## config.mk

```make
export PLATFORM = sky130hd
export DESIGN_NAME = amp_adc_sequencer
export DESIGN_NICKNAME = d
export VERILOG_FILES = /design/src/rtl/amp_adc_sequencer.sv
export SDC_FILE = /design/constraint.sdc
export NUM_CORES = 1
export LEC_CHECK = 0
export CAP_MARGIN = 15
export CORE_AREA = 2 2 87 89
export DETAILED_ROUTE_END_ITERATION = 8
export DIE_AREA = 0 0 89 91
export PLACE_DENSITY = 0.83
export SYNTH_ARGS = -nofsm -noshare
export SYNTH_HDL_FRONTEND = slang
export SYNTH_SLANG_ARGS = --single-unit
export TNS_END_PERCENT = 1
```

## constraint.sdc

```tcl
create_clock -name clock -period 4.4 [get_ports clock]
set_input_delay 0.66 -clock clock [delete_from_list [all_inputs] [get_ports clock]]
set_output_delay 0.66 -clock clock [all_outputs]
set_load 0.01 [all_outputs]
```

## src/rtl/amp_adc_sequencer.sv

```systemverilog
// Sequences a preamp gain write and ADC sample frames over a shared SPI bus.
// Bus timing advances only on clockenable ticks (one tick = one SCK half-period).
//
// state    | meaning
// IDLE     | bus quiet; pick gain write (priority) or ADC frame
// AMP_XFER | preamp selected, 8 gain bits shifted out MSB first
// AMP_END  | preamp deselected for one tick, gain_ack pulses
// CONV     | ad_conv high for one tick
// ADC_XFER | 34 SCK periods, MISO captured into the two sample shifters
// ADC_END  | samples published, sample_valid pulses
module amp_adc_sequencer (
    input  logic        clock,
    input  logic        resetn,
    input  logic        clockenable,
    input  logic [3:0]  gain_a,
    input  logic [3:0]  gain_b,
    input  logic        gain_load,
    input  logic        sample_req,
    input  logic        spi_miso,
    output logic        spi_sck,
    output logic        spi_mosi,
    output logic        ampcs,
    output logic        ampshdn,
    output logic        ad_conv,
    output logic        busy,
    output logic        gain_ack,
    output logic        sample_valid,
    output logic [13:0] sample_a,
    output logic [13:0] sample_b
);

    typedef enum logic [2:0] {IDLE, AMP_XFER, AMP_END, CONV, ADC_XFER, ADC_END} state_t;

    state_t      state, state_nxt;
    logic [6:0]  tick_cnt;
    logic [7:0]  gain_reg;
    logic [7:0]  gain_next;
    logic [6:0]  amp_shift;
    logic [13:0] shift_a, shift_b;
    logic        gain_pend, sample_pend;
    logic        enter_amp, enter_conv;
    logic        tick_last;
    logic [5:0]  rise_idx;

    // A gain_load in the entry cycle is sent rather than lost, since it merges into the flag being cleared.
    assign gain_next  = gain_load ? {gain_b, gain_a} : gain_reg;
    assign enter_amp  = clockenable && (state == IDLE) && gain_pend;
    assign enter_conv = clockenable && (state == IDLE) && !gain_pend && sample_pend;
    assign tick_last  = (tick_cnt == 7'd0);
    assign rise_idx   = 6'((7'd69 - tick_cnt) >> 1);

    always_ff @(posedge clock or negedge resetn) begin
        if (!resetn) begin
            state <= IDLE;
        end else if (clockenable) begin
            state <= state_nxt;
        end
    end

    always_comb begin
        state_nxt = state;
        case (state)
            IDLE: begin
                if (gain_pend)        state_nxt = AMP_XFER;
                else if (sample_pend) state_nxt = CONV;
            end
            AMP_XFER: if (tick_last) state_nxt = AMP_END;
            AMP_END:  state_nxt = IDLE;
            CONV:     state_nxt = ADC_XFER;
            ADC_XFER: if (tick_last) state_nxt = ADC_END;
            ADC_END:  state_nxt = IDLE;
            default:  state_nxt = IDLE;
        endcase
    end

    always_comb begin
        busy    = (state != IDLE);
        ampcs   = (state != AMP_XFER);
        ad_conv = (state == CONV);
        ampshdn = 1'b0;
    end

    always_ff @(posedge clock or negedge resetn) begin
        if (!resetn) begin
            gain_pend   <= 1'b1;
            sample_pend <= 1'b0;
            gain_reg    <= 8'h22;
        end else begin
            if (gain_load) gain_reg <= {gain_b, gain_a};
            if (enter_amp)      gain_pend <= 1'b0;
            else if (gain_load) gain_pend <= 1'b1;
            if (enter_conv)      sample_pend <= 1'b0;
            else if (sample_req) sample_pend <= 1'b1;
        end
    end

    always_ff @(posedge clock or negedge resetn) begin
        if (!resetn) begin
            tick_cnt     <= 7'd0;
            amp_shift    <= 7'd0;
            shift_a      <= 14'd0;
            shift_b      <= 14'd0;
            spi_sck      <= 1'b0;
            spi_mosi     <= 1'b0;
            gain_ack     <= 1'b0;
            sample_valid <= 1'b0;
            sample_a     <= 14'd0;
            sample_b     <= 14'd0;
        end else begin
            gain_ack     <= 1'b0;
            sample_valid <= 1'b0;
            if (clockenable) begin
                case (state)
                    IDLE: begin
                        if (enter_amp) begin
                            amp_shift <= gain_next[6:0];
                            spi_mosi  <= gain_next[7];
                            spi_sck   <= 1'b0;
                            tick_cnt  <= 7'd15;
                        end else if (enter_conv) begin
                            shift_a <= 14'd0;
                            shift_b <= 14'd0;
                        end
                    end
                    AMP_XFER: begin
                        if (tick_last) begin
                            spi_sck  <= 1'b0;
                            spi_mosi <= 1'b0;
                        end else begin
                            tick_cnt <= tick_cnt - 7'd1;
                            spi_sck  <= ~spi_sck;
                            if (spi_sck) begin
                                spi_mosi  <= amp_shift[6];
                                amp_shift <= {amp_shift[5:0], 1'b0};
                            end
                        end
                    end
                    AMP_END: gain_ack <= 1'b1;
                    CONV:    tick_cnt <= 7'd67;
                    ADC_XFER: begin
                        spi_sck <= ~spi_sck;
                        if (!tick_last) tick_cnt <= tick_cnt - 7'd1;
                        if (!spi_sck) begin
                            if (rise_idx >= 6'd3 && rise_idx <= 6'd16)
                                shift_a <= {shift_a[12:0], spi_miso};
                            else if (rise_idx >= 6'd19 && rise_idx <= 6'd32)
                                shift_b <= {shift_b[12:0], spi_miso};
                        end
                    end
                    ADC_END: begin
                        sample_a     <= shift_a;
                        sample_b     <= shift_b;
                        sample_valid <= 1'b1;
                    end
                    default: ;
                endcase
            end
        end
    end

endmodule

```

# Word-level counts from Yosys, hierarchy flattened
# Cells that the tools add are included.
# word_totals
reg_bits,87
out_inout_bits,36
in_bits,14
# classes
n_eq_ne,20
order_cmp,4
reduce_logical,25
n_addsub,2
bitwise,1
muxes,37
# op_table
op,count
$mux 14,7
$pmux 14 s2,2
$mux 7,5
$ne 2x2->1 const B,12
$pmux 7 s3,1
$pmux 7 s2,1
$mux 1,13
$mux 3,4
$pmux 3 s4,1
$reduce_and 4->1,3
$reduce_bool 3->1,3
$mux 8,1
$reduce_bool 2->1,4
$logic_not 7->1,1
$reduce_and 7->1,1
$sub 7x1->7 const B,1
$sub 7x7->7 const A,1
$eq 3x2->1 const B,2
$eq 3x3->1 const B,2
$ge 6x2->1 const B,1
$ge 6x5->1 const B,1
$le 6x5->1 const B,1
$le 6x6->1 const B,1
$logic_and 1x1->1,6
13 further kinds,14

# Longest topological paths before layout
# depth
ltp_word,7
depth_mapped,7

# Least setup slack after synthesis
# No wires, ideal clock.
# synth_timing
kind,input to register
start,in clockenable
end,reg sample_a[10]
path_buffers,2
setup_slack_ns,2.572
setup_time_ns,0.125
path_stages,5
arrival_ns,1.703
cell_sequence,buf_2 -> nor2b_1 -> nand3_1 -> buf_2 -> mux2_2
# synth_between
elab_chain_len,1
# synth_lines
item,line,source
"start, declared",14,"input logic clockenable,"
$reduce_and 2->1 (no line),n/a,
"end signal, assigned",151,sample_a <= shift_a;
"end, declared",28,"output logic [13:0] sample_a,"
# Every way passes these cells.
# A chain may end at the register's enable or synchronous reset.

# Worst setup path after layout
# layout_timing
start,reg state[2]
end,out ampcs
# layout_between
elab_chain_len,1
# layout_lines
item,line,source
"start, declared",34,"state_t state, state_nxt;"
"start signal, assigned",56,state <= state_nxt;
$ne 3x1->1,78,ampcs = (state != AMP_XFER);
"end, declared",22,"output logic ampcs,"
# Every way passes these cells.

==> summary.txt <==
STA
  – Setup violators final: 0
  – Final Critical Period: 2940 ps
  – Tcrit/Tclk final: 66.9%
  – Setup TNS: 0 ps
  – Final Hold Fails: 0
  – Worst-Margin Slew: about 840 ps
  – Fmax: 0.340 GHz
  – Setup Skew: 8.78 ps
  – Unrepaired setup endpoints after global routing: false
  – Relative slew slack: a little over two fifths
  – Fin. max-slew vios: 0

Yosys
  – Synth cell types: 47
  – Async S/R FF share, synth: 100%
  – Most frequent cell after synthesis: dfrtp_1
  – Post-synth top area cell: dfrtp_1
  – Number of flops mapped to enable cells by yosys: 0
  – Commonest cells in the synthesized netlist: dfrtp_1 (84), nand2_1 (38), inv_1 (28), mux2i_1 (28), mux2_2 (23)
  – Synth Instances: between 300 and 400
  – Top FF cell, synth: dfrtp_1
  – Yosys top cell area share: between 50% and 60%
  – Synth Area per Inst: between 10 and 15 µm²
  – Synthesized net count: between 300 and 400
  – Cell area after synthesis: around 3800 µm²
  – Post-synthesis sequential area ratio: between 50% and 60%
  – Synth Register Bits: just under 90
  – Yosys warnings: 0
  – Top cells by area, synth: dfrtp_1 (55%), mux2i_1 (7.3%), mux2_2 (6.8%), nand2_1 (3.7%), a22o_1 (3.4%)

Power
  – Gate power share: 32.9%
  – Psw: between 0.0008 and 0.0009 W
  – Clock Power Share: 22.0%
  – PwrDens: roughly 570 nW/µm²
  – Peak VDD IR: roughly 0.00040 V
  – Leakage: 2.17 nW
  – Sw Share: approximately a third
  – Sequential Power Share: 45.2%
  – Int Pwr: between 0.0015 and 0.002 W

Floorplan
  – Site Rows: 31
  – Die Ht: slightly above 90 µm
  – Chip Width: between 80 and 90 µm
  – Starting density of the core: 53.6%
  – Core Area: about 7100 µm²
  – I/O pin count: 50
  – Die Area: about 8100 µm²

Global route
  – First-pass GRT wire length: ~12000 µm
  – Largest net degree at the start of global routing: 88
  – Antenna violations before repair: 0
  – GRT Util Overall: a little under a fifth
  – Vias in the first global route: between 2000 and 3000
  – Global route total overflow: 0

Clocking
  – Post-CTS sizing: 0
  – Clk buf depth: 2
  – CTS tree: built
  – CTS root buf: clkbuf_8
  – Hold buffer count at cts: 0
  – Reg clk slew, reported paths: approximately 90 ps
  – Clock Latency Late Sink: around 360 ps
  – CTS HTree Levels: 3
  – Num CTS Buffers: 9
  – Sink Count: 87
  – Setup bufs post-CTS: 0

Route
  – Drt first pass iters: 4
  – Via count: between 2000 and 3000
  – DRC: 0
  – Drt via density: ~5.4
  – Iter 0 DRT Violations: approximately 130
  – Routed WL: between 6000 and 7000 µm
  – Drt wl/cell: about 14 µm
  – DRT antenna net count: 0

Placement
  – Final HPWL DP: between 4000 and 5000 µm
  – PortBufs: 48
  – Placed Area: between 4000 and 5000 µm²
  – Final GP Congestion: approximately 0.82

Worst setup path
  – Required @ worst endpoint: approximately 3700 ps
  – Crit-path max cell delay: about 700 ps
  – Worst path cell trace: or3b_1 -> clkdlybuf4s50_1
  – Crit path max-delay cell type: dfrtp_1
  – CP endpoint kind: output port
  – Critical path type: flip-flop to output port
  – CP Launch Type: flip-flop
  – Worst-path maximum fanout: 21
  – CP arrival: between 2000 and 2500 ps

Cells and area
  – Layout cells sized above 1: 13.8%
  – Area grow syn2layout: 19.0%
  – Multi-input combinational cell area: 1430 µm²
  – ANT cells: 0
  – Storage cell area: approximately 2200 µm²
  – Fin nets: 387
  – Filler cell count: ~580
  – Final instance area: 4550 µm²

Job
  – Max cap viols: 0

Min path
  – Hold Path Class: input port to async pin

Status
  – Status: complete, no violations
cells by family after synthesis:
family,after synthesis,share of synthesized area (%)
flip-flops,87,57.0
AND/OR/NAND/NOR,77,9.71
AO/OA/AOI/OAI,63,12.5
multiplexers,51,14.1
buffers and inverters,47,5.75
adder cells (fa/ha/maj),2,0.654
other,1,0.0980
XOR/XNOR,1,0.229
worst paths after layout:
path | slack [ps] | cells after the start | to | start
worst max-delay path | 1460 | 2 | ampcs | state[2]
min in group clock | 480 | 2 | sample_b[12] | sample_b[12]
worst min-delay path | 140 | 1 | sample_a[8] | resetn
worst min register to register | 480 | 2 | sample_b[12] | sample_b[12]
max in group asynchronous | 3620 | 2 | gain_reg[5] | resetn
worst max register to register | 2300 | 3 | amp_shift[1] | state[0]
power groups by stage:
stage                     combinational (W)  sequential, W  clock, W
after detailed placement           0.000849        0.00118         0
after CTS                          0.000851        0.00116  0.000580
after floorplan                    0.000610        0.00114         0
final                              0.000847        0.00116  0.000566
after global routing               0.000946        0.00119  0.000616
after global placement             0.000821        0.00116         0
placed cells by master, fill, tap and decap left out, drive strengths merged, types with 2 or more instances in the layout:
cell / Yosys / layout
a21oi: 3 / 3
a22o: 15 / 15
a2bb2oi: 2 / 2
a311oi: 2 / 2
a31oi: 6 / 6
a32o: 2 / 2
and2: 4 / 4
buf: 13 / 3
clkbuf: 6 / 10
clkdlybuf4s50: 0 / 47
clkinv: 0 / 2
clkinvlp: 0 / 2
dfrtp: 84 / 84
dfstp: 3 / 3
ha: 2 / 2
inv: 28 / 29
mux2: 23 / 23
mux2i: 28 / 28
nand2: 38 / 38
nand2b: 3 / 3
nand3: 2 / 2
nor2: 13 / 13
nor2b: 3 / 3
nor3: 5 / 5
o21ai: 21 / 21
o221ai: 3 / 3
o2bb2ai: 3 / 3
o31ai: 2 / 2
or3: 3 / 3
or3b: 2 / 2
worst max-delay path, delay by kind of cell, from the launching register on:
family                 cells  cell delay, ps
DFF                        1             700
buffers and inverters      1             650
and+or+nand+nor            1             580
metrics by stage:
| stage | worst slack [ps] | total power, W | utilization [%] | hold WS, ps | std cells |
|---|---|---|---|---|---|
| 2_1_floorplan | 2570 | 0.00175 | - | 364 | 329 |
| 3_3_place_gp | 1820 | 0.00199 | 60.6 | 461 | 458 |
| 3_5_place_dp | 1720 | 0.00203 | 60.6 | 470 | 458 |
| 4_1_cts | 1460 | 0.00259 | 63.4 | 489 | 474 |
| 5_1_grt | 1350 | 0.00275 | 63.8 | 142 | 475 |
| 6_report | 1460 | 0.00258 | 63.8 | 139 | 475 |
layer usage:
metal / part of all wire, % / wire length (µm) / up-vias / track usage [%]
met3: 4.4 / 299 / 13 / 4.27
met1: 46 / 3160 / 1261 / 26.7
met4: 2.2 / 153 / 0 / 8.96
met2: 47 / 3220 / 81 / 27.2
met5: 0 / 0 / - / 0
li1: - / - / 1223 / -
cell type report:
class | instances | share of cell area [%]
clock buffers | 10 | 3.02
inverters | 28 | 2.31
repair buffers | 50 | 11.3
clock inverters | 6 | 1.48
multi-input cells | 195 | 31.3
flip-flops and latches | 87 | 47.9
well taps | 99 | 2.72
Note: power is estimated with default switching activity, not from simulation.
